[config.mk]
export PLATFORM = sky130hd
export DESIGN_NAME = hilo_unit_flat
export DESIGN_NICKNAME = d
export VERILOG_FILES = /design/src/rtl/hilo_unit_if.sv /design/src/rtl/hilo_unit.sv /design/src/flat_wrapper.sv
export SDC_FILE = /design/constraint.sdc
export NUM_CORES = 1
export LEC_CHECK = 0
export ABC_AREA = 1
export CORE_ASPECT_RATIO = 0.8
export CORE_MARGIN = 4
export CORE_UTILIZATION = 40
export CTS_BUF_LIST = sky130_fd_sc_hd__clkbuf_2
export DETAILED_ROUTE_END_ITERATION = 10
export GPL_TIMING_DRIVEN = 0
export PLACE_DENSITY = 0.76
export SYNTH_ARGS = -nofsm -noshare
export SYNTH_HDL_FRONTEND = slang
export SYNTH_SLANG_ARGS = --single-unit
[constraint.sdc]
create_clock -name clk -period 5.5 [get_ports clk]
set_clock_uncertainty 0.1 [all_clocks]
set_input_delay 1.1 -clock clk [delete_from_list [all_inputs] [get_ports clk]]
set_output_delay 1.1 -clock clk [all_outputs]
set_load 0.005 [all_outputs]
[src/rtl/hilo_unit_if.sv]
// Bundle between the HI/LO stage and its surroundings: issue port from the
// pipeline, operand/result port to the multiplier, and architectural HI/LO.
interface hilo_unit_if #(
  parameter int BITS = 32
);
  logic            start;
  logic [1:0]      op;
  logic [BITS-1:0] rs_val;
  logic [BITS-1:0] rt_val;
  logic [BITS-1:0] mul_a;
  logic [BITS-1:0] mul_b;
  logic            mul_unsign;
  logic [BITS-1:0] mul_hi;
  logic [BITS-1:0] mul_lo;
  logic [BITS-1:0] hi;
  logic [BITS-1:0] lo;
  logic            busy;
  logic            done;

  // master is the pipeline plus the combinational multiplier feeding results back
  modport master (
    output start, op, rs_val, rt_val, mul_hi, mul_lo,
    input  mul_a, mul_b, mul_unsign, hi, lo, busy, done
  );

  modport slave (
    input  start, op, rs_val, rt_val, mul_hi, mul_lo,
    output mul_a, mul_b, mul_unsign, hi, lo, busy, done
  );
endinterface

[src/rtl/hilo_unit.sv]
// HI/LO stage: holds multiply operands steady for LATENCY cycles, then commits
// the multiplier's hi/lo into HI/LO; also services MTHI/MTLO while idle.
module hilo_unit #(
  parameter int BITS    = 32,
  parameter int LATENCY = 4
) (
  input  logic        clk,
  input  logic        reset,
  hilo_unit_if.slave  bus
);

  if (LATENCY < 1 || LATENCY > 255) begin : g_latency_check
    $error("hilo_unit: LATENCY must be within 1..255");
  end

  typedef enum logic [0:0] {
    ST_IDLE = 1'b0,
    ST_BUSY = 1'b1
  } state_t;

  localparam logic [1:0] OP_MULT  = 2'b00;
  localparam logic [1:0] OP_MULTU = 2'b01;
  localparam logic [1:0] OP_MTHI  = 2'b10;
  localparam logic [1:0] OP_MTLO  = 2'b11;
  localparam logic [7:0] CNT_INIT = 8'(LATENCY - 1);

  state_t          state_q, state_d;
  logic [7:0]      cnt_q, cnt_d;
  logic [BITS-1:0] a_q, a_d;
  logic [BITS-1:0] b_q, b_d;
  logic            unsign_q, unsign_d;
  logic [BITS-1:0] hi_q, hi_d;
  logic [BITS-1:0] lo_q, lo_d;
  logic            done_q, done_d;

  // Next-state: issue decode while idle, countdown and commit while busy
  always_comb begin
    state_d  = state_q;
    cnt_d    = cnt_q;
    a_d      = a_q;
    b_d      = b_q;
    unsign_d = unsign_q;
    hi_d     = hi_q;
    lo_d     = lo_q;
    done_d   = 1'b0;
    case (state_q)
      ST_IDLE: begin
        if (bus.start) begin
          case (bus.op)
            OP_MULT, OP_MULTU: begin
              a_d      = bus.rs_val;
              b_d      = bus.rt_val;
              unsign_d = bus.op[0];
              cnt_d    = CNT_INIT;
              state_d  = ST_BUSY;
            end
            OP_MTHI: hi_d = bus.rs_val;
            OP_MTLO: lo_d = bus.rs_val;
            default: state_d = ST_IDLE;
          endcase
        end else begin
          state_d = ST_IDLE;
        end
      end
      // Starts arriving here are dropped; the pipeline holds them until busy falls
      ST_BUSY: begin
        if (cnt_q != 8'd0) begin
          cnt_d = cnt_q - 8'd1;
        end else begin
          hi_d    = bus.mul_hi;
          lo_d    = bus.mul_lo;
          state_d = ST_IDLE;
          done_d  = 1'b1;
        end
      end
      default: state_d = ST_IDLE;
    endcase
  end

  // State and output registers; reset discards any in-flight multiply
  always_ff @(posedge clk or posedge reset) begin
    if (reset) begin
      state_q  <= ST_IDLE;
      cnt_q    <= 8'd0;
      a_q      <= '0;
      b_q      <= '0;
      unsign_q <= 1'b0;
      hi_q     <= '0;
      lo_q     <= '0;
      done_q   <= 1'b0;
    end else begin
      state_q  <= state_d;
      cnt_q    <= cnt_d;
      a_q      <= a_d;
      b_q      <= b_d;
      unsign_q <= unsign_d;
      hi_q     <= hi_d;
      lo_q     <= lo_d;
      done_q   <= done_d;
    end
  end

  assign bus.mul_a      = a_q;
  assign bus.mul_b      = b_q;
  assign bus.mul_unsign = unsign_q;
  assign bus.hi         = hi_q;
  assign bus.lo         = lo_q;
  assign bus.busy       = (state_q == ST_BUSY);
  assign bus.done       = done_q;

endmodule

[src/flat_wrapper.sv]
// flat-port wrapper written by rule: the top's interface ports become plain ports
module hilo_unit_flat 
#(
  parameter int BITS    = 32,
  parameter int LATENCY = 4
)
  (clk, reset, bus_start, bus_op, bus_rs_val, bus_rt_val, bus_mul_hi, bus_mul_lo, bus_mul_a, bus_mul_b, bus_mul_unsign, bus_hi, bus_lo, bus_busy, bus_done);
  hilo_unit_if #(.BITS(BITS)) bus_i ();
  input  logic clk;
  input  logic reset;
  input wire logic [$bits(bus_i.start)-1:0] bus_start;
  input wire logic [$bits(bus_i.op)-1:0] bus_op;
  input wire logic [$bits(bus_i.rs_val)-1:0] bus_rs_val;
  input wire logic [$bits(bus_i.rt_val)-1:0] bus_rt_val;
  input wire logic [$bits(bus_i.mul_hi)-1:0] bus_mul_hi;
  input wire logic [$bits(bus_i.mul_lo)-1:0] bus_mul_lo;
  output wire logic [$bits(bus_i.mul_a)-1:0] bus_mul_a;
  output wire logic [$bits(bus_i.mul_b)-1:0] bus_mul_b;
  output wire logic [$bits(bus_i.mul_unsign)-1:0] bus_mul_unsign;
  output wire logic [$bits(bus_i.hi)-1:0] bus_hi;
  output wire logic [$bits(bus_i.lo)-1:0] bus_lo;
  output wire logic [$bits(bus_i.busy)-1:0] bus_busy;
  output wire logic [$bits(bus_i.done)-1:0] bus_done;
  assign bus_i.start = bus_start;
  assign bus_i.op = bus_op;
  assign bus_i.rs_val = bus_rs_val;
  assign bus_i.rt_val = bus_rt_val;
  assign bus_i.mul_hi = bus_mul_hi;
  assign bus_i.mul_lo = bus_mul_lo;
  assign bus_mul_a = bus_i.mul_a;
  assign bus_mul_b = bus_i.mul_b;
  assign bus_mul_unsign = bus_i.mul_unsign;
  assign bus_hi = bus_i.hi;
  assign bus_lo = bus_i.lo;
  assign bus_busy = bus_i.busy;
  assign bus_done = bus_i.done;
  hilo_unit #(.BITS(BITS), .LATENCY(LATENCY)) u_core (.clk(clk), .reset(reset), .bus(bus_i));
endmodule
==> metrics.md <==
| Metric | Value |
|---|---|
| Die X | `around 150 microns` |
| N_diodes | `0` |
| Cell Pwr Density | `roughly 190 nW/um^2` |
| Pwr Total | `1800 uW` |
| # hold bufs at CTS | `0` |
| Simple-Gate Fraction of Synth Area | `a little over a quarter` |
| TritonCTS Sinks | `139` |
| CP delay by family, top | `buffers and inverters` |
| Clock Tree Buf Depth | `2` |
| Critical Path Start Type | `register` |
| Crit path capture type | `output pin` |
| Final Util | `between 60% and 70%` |
| PortBufs | `~260` |
| H-tree lvl count | `4` |
| Final #Nets | `about 1100` |
| Final worst path period need | `2.86 ns` |
| Ports | `about 260` |
| Worst hold path stage count | `1` |
| RSZ-0062 raised after global routing | `false` |
| Mapped Nets | `800` |
| Max-slew violation count | `0` |
| # setup viols final | `0` |
| Sequential area share after synthesis | `54.6%` |
| Placer Congestion | `around 0.81` |
| Vias in the first global route | `approximately 5700` |
| CTS Buf Count | `17` |
| # rows | `40` |
| WP depth | `1` |
| Post-CTS Resized | `0` |
| Maximum fanout along the worst path | `2` |
| Area fraction of the dominant cell type after synthesis | `54.6%` |
| Final cell count without fillers | `roughly 1200` |
| Worst EP arrival | `1.66 ns` |
| Via Count | `~5600` |
| Largest family of logic cells by synthesized area | `simple AND/OR/NAND/NOR gates` |
| Placed Cells | `roughly 1100` |
| FMAX | `~350 MHz` |
| Compound-Gate Fraction of Synth Area | `0.334%` |
| Required @ worst endpoint | `between 4 and 5 ns` |
| Filler cells | `between 1000 and 1500` |
| Area Overhead vs Synth | `49.9%` |
| Multiplexer share of the synthesized area | `between 10% and 20%` |
| Layout cells sized above 1 | `13.7%` |
| Syn Inst Count | `between 600 and 700` |
| Largest area contributor in the netlist | `dfrtp_1` |
| Seq cells post-synth | `139` |
| 1st-pass router iterations | `5` |
| Worst path slowest cell | `clkdlybuf4s50_1` |
| Final routed DRC violation total | `0` |
| First-pass GRT wire length | `roughly 31000 microns` |
| Antenna Nets Post-Route | `0` |
| Setup CP Type | `reg -> out` |
| Yosys warns | `0` |
| Final Hold Viols | `0` |
| Die Ht | `121 microns` |
| CTS tree | `done` |
| Clk root buf | `clkbuf_2` |
| Status | `finished clean` |
| Fin crit share | `51.9%` |
| GRT Total Usage | `a little under a quarter` |
| Critical Path Max Stage Delay | `0.54 ns` |
| DPL Wire Length | `approximately 15000 microns` |
| HP Class | `reg -> reg` |
| Worst slew margin | `53.1%` |
| Clk pin slew, worst setup/hold paths | `approximately 0.2 ns` |
| WL/cell | `roughly 17 microns` |
| Avg Cell Area, Syn | `9.56 sq um` |
| Largest cells by area after synthesis | `dfrtp_1, nand2_1, mux2_4` |
| Critical-path cell list | `clkdlybuf4s50_1` |
| Multi-input logic area | `2590 sq um` |
| Total area of sequential cells | `between 3000 and 4000 sq um` |
| Setup Buffers After CTS | `0` |
| Pleak | `between 0.004 and 0.005 uW` |
| Largest net degree at the start of global routing | `a little under 90` |
| Reg2Reg Setup Slack | `between 3 and 4 ns` |
| Remaining Overflow, GRT | `0` |
| Synthesized area | `between 6000 and 7000 sq um` |
| Cells on worst reg2reg path | `6` |
| Worst VDD drop | `between 0.00015 and 0.0002 V` |
| Antenna violations before repair | `0` |
| Post-Synth XOR/XNOR Area | `0.413%` |
| Via density | `4.78` |
| Area share of fa/ha/maj cells after synthesis | `less than 1%` |
| MaxCap Viol Count | `0` |
| Worst Tran Pin Value | `~0.7 ns` |
| CP Buf/Inv Count | `1` |
| Initial core utilization | `41.6%` |
| Clk_lat worst skew | `between 0.6 and 0.7 ns` |
| Routed WL | `slightly above 20000 microns` |
| Library cells used by synthesis | `24` |
| Drt initial violations | `~240` |
| Die area | `18000 sq um` |
| Core ar. | `15300 sq um` |
==> where the power goes <==
group | internal (uW) | total, uW | switching (uW)
clock | 253 | 631 | 378
combinational | 94.9 | 148 | 52.8
sequential | 1020 | 1020 | 0
==> state kept, by name (all words and copies together), names as in the netlist <==
signal and count:
u_core.bus.hi 32, u_core.bus.mul_unsign 1, u_core.bus.lo 32, u_core.cnt_q 8, u_core.bus.mul_a 32, u_core.bus.busy 1, u_core.bus.mul_b 32, u_core.bus.done 1
==> path summary, 6_finish.rpt <==
kind	from	end
min in group asynchronous	reset	u_core.bus.mul_a[13]
worst min-delay path	u_core.bus.mul_a[14]	u_core.bus.mul_a[14]
worst max-delay path	u_core.bus.hi[0]	bus_hi[0]
worst min register to register	u_core.bus.mul_a[14]	u_core.bus.mul_a[14]
worst max register to register	u_core.bus.busy	u_core.bus.lo[20]
max in group asynchronous	reset	u_core.bus.hi[19]
==> cell type report <==
cell class	count	area share, %
Sequential cell	139	36.5
Buffer	38	2.74
Multi-Input combinational cell	479	27.1
Inverter	10	0.459
Clock buffer	19	0.997
Tap cell	210	2.75
Timing Repair Buffer	264	27.9
Clock inverter	13	1.59
==> synth_stat cells <==
| library cell | n |
|---|---|
| ha_1 | 1 |
| nor2_1 | 7 |
| clkbuf_1 | 10 |
| o21bai_1 | 1 |
| o21ai_0 | 1 |
| inv_1 | 9 |
| buf_4 | 7 |
| xor2_1 | 1 |
| clkinv_2 | 1 |
| nand3_2 | 1 |
| nor2_2 | 2 |
| nand4_1 | 1 |
| mux2_2 | 25 |
| nor2_4 | 1 |
| nand2_2 | 4 |
| nand2_1 | 313 |
| buf_2 | 8 |
| xnor2_1 | 2 |
| mux2_4 | 39 |
| buf_6 | 11 |
| o21ai_2 | 1 |
| dfrtp_1 | 139 |
| nand3_1 | 79 |
| buf_1 | 2 |
==> layout by cell type (no fill, tap or decap), drive strengths merged <==
master	instances
nand3	80
bufinv	3
o21ai	2
buf	29
dfrtp	139
ha	1
xor2	1
xnor2	2
nand4	1
o21bai	1
clkinvlp	1
clkinv	10
clkdlybuf4s50	263
clkbuf	29
mux2	64
inv	9
nand2	317
nor2	10
==> per-layer routing <==
| metal | GRT usage (%) | share of wire (%) | up-vias |
|---|---|---|---|
| met5 | 0 | 0 | - |
| met4 | 5.20 | 1.2 | 0 |
| met3 | 7.99 | 9.6 | 14 |
| met2 | 36.5 | 47 | 224 |
| met1 | 29.3 | 42 | 2656 |
| li1 | - | - | 2707 |
==> stage by stage <==
stage          worst slack [ns]  hold WS (ns)  TNS, ns  instance area, sq um
2_1_floorplan             0.575         0.376        0                  6370
3_3_place_gp              -1.53         0.372  -211.45                  9260
3_5_place_dp               2.64         0.391        0                  9300
4_1_cts                    2.56         0.434        0                  9540
5_1_grt                    2.51         0.447        0                  9540
6_report                   2.64         0.430        0                  9540
==> cell families (layout without fill, tap and decap cells) <==
group,after synthesis,after routing
AO/OA/AOI/OAI,3,3
XOR/XNOR,3,3
adder cells (fa/ha/maj),1,1
buffers and inverters,48,344
flip-flops,139,139
multiplexers,64,64
AND/OR/NAND/NOR,408,408
Note: power is estimated with default switching activity, not from simulation.
